<file path="config.mk">
export PLATFORM = sky130hd
export DESIGN_NAME = bram_bank_arbiter
export DESIGN_NICKNAME = d
export VERILOG_FILES = /design/src/rtl/bram_bank_arbiter_pkg.sv /design/src/rtl/bram_bank_arbiter_rr_arb2.sv /design/src/rtl/bram_bank_arbiter.sv
export SDC_FILE = /design/constraint.sdc
export NUM_CORES = 1
export LEC_CHECK = 0
export ABC_CLOCK_PERIOD_IN_PS = 5900
export CAP_MARGIN = 40
export CORE_AREA = 10 10 90 92
export DETAILED_ROUTE_END_ITERATION = 6
export DIE_AREA = 0 0 100 102
export DONT_BUFFER_PORTS = 1
export GPL_TIMING_DRIVEN = 0
export MAX_ROUTING_LAYER = met4
export PLACE_DENSITY = 0.73
export SYNTH_ARGS = -nofsm -noshare
export SYNTH_HDL_FRONTEND = slang
export SYNTH_SLANG_ARGS = --single-unit
</file>
<file path="constraint.sdc">
create_clock -name clk -period 5.9 [get_ports clk]
set_input_delay 1.475 -clock clk [delete_from_list [all_inputs] [get_ports clk]]
set_output_delay 1.475 -clock clk [all_outputs]
set_load 0.01 [all_outputs]
</file>
<file path="src/rtl/bram_bank_arbiter_pkg.sv">
// Shared definitions for the BRAM bank scheduling blocks: requester IDs and the
// address-ownership test used by every bank instance.
package bram_sched_pkg;

  localparam logic PORT_A = 1'b0;
  localparam logic PORT_B = 1'b1;

  // Inclusive on both ends; callers zero-extend to 64 bits so any address width fits.
  function automatic logic in_range(input logic [63:0] addr,
                                    input logic [63:0] lo,
                                    input logic [63:0] hi);
    return (addr >= lo) && (addr <= hi);
  endfunction

endpackage

</file>
<file path="src/rtl/bram_bank_arbiter_rr_arb2.sv">
// Two-way round-robin arbiter: ptr names the port that wins a tie, and the
// pointer moves to the loser after any grant.
module rr_arb2
  import bram_sched_pkg::*;
(
  input  logic [1:0] req,
  input  logic       ptr,
  output logic [1:0] gnt,
  output logic       ptr_next
);

  always_comb begin
    gnt      = 2'b00;
    ptr_next = ptr;
    if (req == 2'b11) gnt = (ptr == PORT_A) ? 2'b01 : 2'b10;
    else              gnt = req;
    if (gnt[0])      ptr_next = PORT_B;
    else if (gnt[1]) ptr_next = PORT_A;
  end

endmodule

</file>
<file path="src/rtl/bram_bank_arbiter.sv">
// One BRAM bank shared by requesters A and B: round-robin grant, registered
// memory port, read-data routing back to the issuing port, contention counter.
module bram_bank_arbiter
  import bram_sched_pkg::*;
#(
  parameter int ADDR_WIDTH     = 13,
  parameter int DATA_WIDTH     = 32,
  parameter int MEM_ADDR_WIDTH = 10,
  parameter int LOWER_ADDR     = 0,
  parameter int UPPER_ADDR     = 4,
  parameter int CNT_WIDTH      = 16
) (
  input  logic                      clk,
  input  logic                      rst_n,
  input  logic                      req_a,
  input  logic [ADDR_WIDTH-1:0]     addr_a,
  input  logic [DATA_WIDTH-1:0]     wdata_a,
  input  logic                      we_a,
  input  logic                      req_b,
  input  logic [ADDR_WIDTH-1:0]     addr_b,
  input  logic [DATA_WIDTH-1:0]     wdata_b,
  input  logic                      we_b,
  output logic                      gnt_a,
  output logic                      gnt_b,
  output logic                      rvalid_a,
  output logic                      rvalid_b,
  output logic [DATA_WIDTH-1:0]     rdata_a,
  output logic [DATA_WIDTH-1:0]     rdata_b,
  output logic                      mem_en,
  output logic                      mem_we,
  output logic [MEM_ADDR_WIDTH-1:0] mem_addr,
  output logic [DATA_WIDTH-1:0]     mem_wdata,
  input  logic [DATA_WIDTH-1:0]     mem_rdata,
  output logic                      conflict,
  output logic [CNT_WIDTH-1:0]      conflict_cnt
);

  typedef struct packed {
    logic                      we;
    logic [MEM_ADDR_WIDTH-1:0] addr;
    logic [DATA_WIDTH-1:0]     wdata;
  } issue_t;

  logic       in_a, in_b, both;
  logic [1:0] arb_req, arb_gnt;
  logic       ptr, ptr_next;
  logic       any_gnt, win;
  issue_t     iss_a, iss_b, iss;
  logic [2:1] vld_pipe;
  logic [2:1] own_pipe;

  assign in_a    = in_range(64'(addr_a), 64'(LOWER_ADDR), 64'(UPPER_ADDR));
  assign in_b    = in_range(64'(addr_b), 64'(LOWER_ADDR), 64'(UPPER_ADDR));
  assign arb_req = {req_b & in_b, req_a & in_a};
  assign both    = &arb_req;

  rr_arb2 u_arb (
    .req      (arb_req),
    .ptr      (ptr),
    .gnt      (arb_gnt),
    .ptr_next (ptr_next)
  );

  // Grants are combinational but must read as zero while reset is held.
  assign gnt_a   = arb_gnt[0] & rst_n;
  assign gnt_b   = arb_gnt[1] & rst_n;
  assign any_gnt = gnt_a | gnt_b;
  assign win     = gnt_b ? PORT_B : PORT_A;

  // Truncated subtraction in the local width equals the low bits of the full difference.
  assign iss_a = '{we: we_a, wdata: wdata_a,
                   addr: MEM_ADDR_WIDTH'(addr_a) - MEM_ADDR_WIDTH'(LOWER_ADDR)};
  assign iss_b = '{we: we_b, wdata: wdata_b,
                   addr: MEM_ADDR_WIDTH'(addr_b) - MEM_ADDR_WIDTH'(LOWER_ADDR)};
  assign iss   = (win == PORT_B) ? iss_b : iss_a;

  always_ff @(posedge clk or negedge rst_n) begin
    if (!rst_n) begin
      ptr       <= PORT_A;
      mem_en    <= 1'b0;
      mem_we    <= 1'b0;
      mem_addr  <= '0;
      mem_wdata <= '0;
    end else begin
      if (any_gnt) begin
        ptr       <= ptr_next;
        mem_en    <= 1'b1;
        mem_we    <= iss.we;
        mem_addr  <= iss.addr;
        mem_wdata <= iss.wdata;
      end else begin
        mem_en <= 1'b0;
        mem_we <= 1'b0;
      end
    end
  end

  // Read tracking: stage 1 aligns with the memory issue, stage 2 with returned data.
  always_ff @(posedge clk or negedge rst_n) begin
    if (!rst_n) begin
      vld_pipe <= '0;
      own_pipe <= '0;
    end else begin
      vld_pipe <= {vld_pipe[1], any_gnt & ~iss.we};
      own_pipe <= {own_pipe[1], win};
    end
  end

  assign rvalid_a = vld_pipe[2] & (own_pipe[2] == PORT_A);
  assign rvalid_b = vld_pipe[2] & (own_pipe[2] == PORT_B);
  assign rdata_a  = mem_rdata;
  assign rdata_b  = mem_rdata;

  always_ff @(posedge clk or negedge rst_n) begin
    if (!rst_n) begin
      conflict     <= 1'b0;
      conflict_cnt <= '0;
    end else begin
      conflict <= both;
      if (both && (conflict_cnt != '1)) conflict_cnt <= conflict_cnt + 1'b1;
    end
  end

endmodule

</file>
==> load_flow_metrics.sql <==
INSERT INTO impl_metrics (metric_group, metric, value, unit) VALUES
('synthesis', 'compound_gate_portion_of_the_synthesized_area', '7.550', '%'),
('global_route', 'pin_count_of_the_biggest_net_entering_global_routing', '72', ''),
('setup_path', 'worstPathArrival', '2.78', 'ns'),
('synthesis', 'synth.yosys.warnings', '0', ''),
('outcome', 'status', 'finished, final reports clean', ''),
('synthesis', 'synth_top_family_by_area', 'buffers and inverters', ''),
('layout', 'fin_util', '60.24', '%'),
('timing', 'layout_worst_path_cycle_share', '72.19', '%'),
('clocking', 'cts.sink_count', '66', ''),
('global_route', 'antenna_found_initial', '0', ''),
('pwr', 'cellPowerDensity', '224.4', 'nW/µm²'),
('timing', 'finalSetupViolations', '0', ''),
('synthesis', 'syn_area', '3513', 'µm²'),
('global_route', 'grt-busiest-layer', 'met2', ''),
('die', 'ios', '257', ''),
('clocking', 'root_buffer', 'clkbuf_8', ''),
('hold_path', 'type_of_the_tightest_min_delay_check', 'reg -> reg', ''),
('global_route', 'grtUsageMet2', '32.25', '%'),
('clocking', 'clkLatencyLatePin', '0.33', 'ns'),
('synthesis', 'syn-instance-count', '339', ''),
('timing', 'worst-slew-pin-transition', '0.6067', 'ns'),
('placed_design', 'dpl.cell_count', '416', ''),
('layout', 'syn2layout_area_growth', '7.621', '%'),
('timing', 'fin_crit', '4.259', 'ns'),
('pwr', 'total_leakage_power', '2.014', 'nW'),
('clocking', 'cts-hold-fix-buffers', '0', ''),
('timing', 'fin_worst_skew', '0.006513', 'ns'),
('layout', 'num-nets-final', '479', ''),
('placed_design', 'io_buffers', '0', ''),
('layout', 'fillerInstances', '550', ''),
('global_route', 'grt_pass1_vias', '2717', ''),
('route', 'route.vias.total', '2426', ''),
('layout', 'stdcell_count', '432', ''),
('clocking', 'clock_tree.buffer_depth', '2', ''),
('global_route', 'use_met3', '7.962', '%'),
('synthesis', 'synth_mux_area_share', '10.29', '%'),
('timing', 'fin_setup_tns', '0', 'ns'),
('timing', 'rsz_0062_raised_after_global_routing', 'false', ''),
('setup_path', 'critical_path.startpoint_type', 'input pin', ''),
('clocking', 'cts_inserted_buffers', '9', ''),
('setup_path', 'type_of_element_capturing_the_critical_path', 'output pin', ''),
('die', 'design.core.area', '6277', 'µm²'),
('synthesis', 'synthAdderAreaFrac', '0.3561', '%'),
('global_route', 'met1_usage', '17.42', '%'),
('die', 'die-height', '102', 'µm'),
('die', 'design.die.area', '10200', 'µm²'),
('layout', 'layout-drive-gt1-share', '25.92', '%'),
('hold_path', 'worst_hold_path_startpoint', 'vld_pipe[1]', ''),
('synthesis', 'netlist.top_cell.by_area', 'dfrtp_1', ''),
('synthesis', 'parity_gate_share_of_the_synthesized_area_counting_xor_and_xnor_cells', '3.739', '%'),
('setup_path', 'worst_r2r_startpoint', 'conflict_cnt[0]', ''),
('layout', 'mostFrequentLayoutCell', 'dfrtp_1', ''),
('synthesis', 'post_synthesis_net_count', '468', ''),
('route', 'antenna_violating_nets_post_route', '0', ''),
('setup_path', 'critPathBufInv', '2', ''),
('setup_path', 'slowest_stage', 'nor4_2', ''),
('clocking', 'post_cts.resized_instances', '0', ''),
('setup_path', 'cpLargestDelayFamily', 'simple AND/OR/NAND/NOR gates', ''),
('placed_design', 'place_hpwl', '8.135', 'mm'),
('clocking', 'h-tree-depth', '3', ''),
('timing', 'post-route-worst-setup-slack', '1.641', 'ns'),
('setup_path', 'max_stage_delay', '0.38', 'ns'),
('setup_path', 'crit_cells', '5', ''),
('global_route', 'grt_first_pass_wirelength', '14.44', 'mm'),
('synthesis', 'synth_seq_area_share', '47.01', '%'),
('synthesis', 'yosysTopAreaCellShare', '47.01', '%'),
('route', 'detail_route.iter0.violations', '46', ''),
('global_route', 'grt_use_total', '18.15', '%'),
('timing', 'relSlewSlack', '59.28', '%'),
('global_route', 'grt_overflow', '0', ''),
('synthesis', 'average_instance_area_after_synthesis', '10.36', 'µm²');
-- cell type report --
cell class	count	area, µm²	share of cell area (%)
clock buffers	11	141.4	3.739
plain buffers	78	559.3	14.79
inverters	6	22.52	0.5956
clock inverters	5	30.03	0.7942
well taps	77	96.34	2.548
multi-input cells	189	1280	33.85
flip-flops and latches	66	1652	43.68
-- sequential cells by signal, indices dropped and copies added, names as in the netlist --
register and count:
conflict 1, mem_we 1, vld_pipe 2, conflict_cnt 16, ptr 1, mem_en 1, own_pipe 2, mem_addr 10
mem_wdata 32
-- how the worst max path moves through the flow --
| stage | from | end | slack (ns) |
|---|---|---|---|
| CTS | addr_b[6] | gnt_b | 1.60 |
| floorplan | addr_a[3] | gnt_b | 1.90 |
| detailed placement | addr_a[3] | gnt_b | 1.62 |
| global route | addr_a[0] | gnt_b | 1.51 |
| finish | addr_b[3] | gnt_b | 1.64 |
| global placement | addr_b[6] | gnt_b | 1.64 |
-- where the power goes --
group / internal, W / switching [W]
Clock: 0.000162 / 0.000164
Combinational: 0.0000355 / 0.0000283
Sequential: 0.000455 / 0.00000371
Total: 0.000652 / 0.000196
-- layer usage --
metal / vias up / wire [µm]
met4: 0 / 95
met2: 136 / 5239
li1: 1110 / -
met3: 9 / 1203
met1: 1171 / 3228
met5: - / 0
-- logic make-up (layout without fill, tap and decap cells) --
group | count (synthesis) | in the layout
DFF | 66 | 66
and+or+nand+nor | 91 | 91
xor gates and xnor gates | 15 | 15
AOI/OAI and AO/OA | 46 | 46
muxes | 36 | 36
adders and majority gates | 1 | 1
buffers and inverters | 84 | 100
-- stage by stage --
stage / cell area [µm²] / hold slack (ns)
after CTS: 3781 / 0.3561
final: 3781 / 0.3547
after detailed placement: 3610 / 0.3418
after global placement: 3610 / 0.3322
after global routing: 3781 / 0.3698
after floorplan: 3513 / 0.3312
-- synth_stat cells --
cell type and n:
a211oi_2 1, a21o_1 1, a21oi_1 4, and2_1 10, and3_1 5, and4_1 3
buf_4 65, buf_6 3, clkbuf_1 10, dfrtp_1 66, ha_1 1, inv_1 6
mux2_1 1, mux2i_1 35, nand2_1 35, nand3_1 8, nand4_1 11, nand4_2 1
nor2_1 8, nor2_2 1, nor2b_1 2, nor3_1 1, nor3b_1 2, nor4_2 2
nor4_4 2, o211ai_2 2, o21a_1 1, o21ai_0 2, o21ai_1 33, o2bb2ai_1 2
xnor2_1 14, xor2_1 1
(Power assumes the default switching activity.)
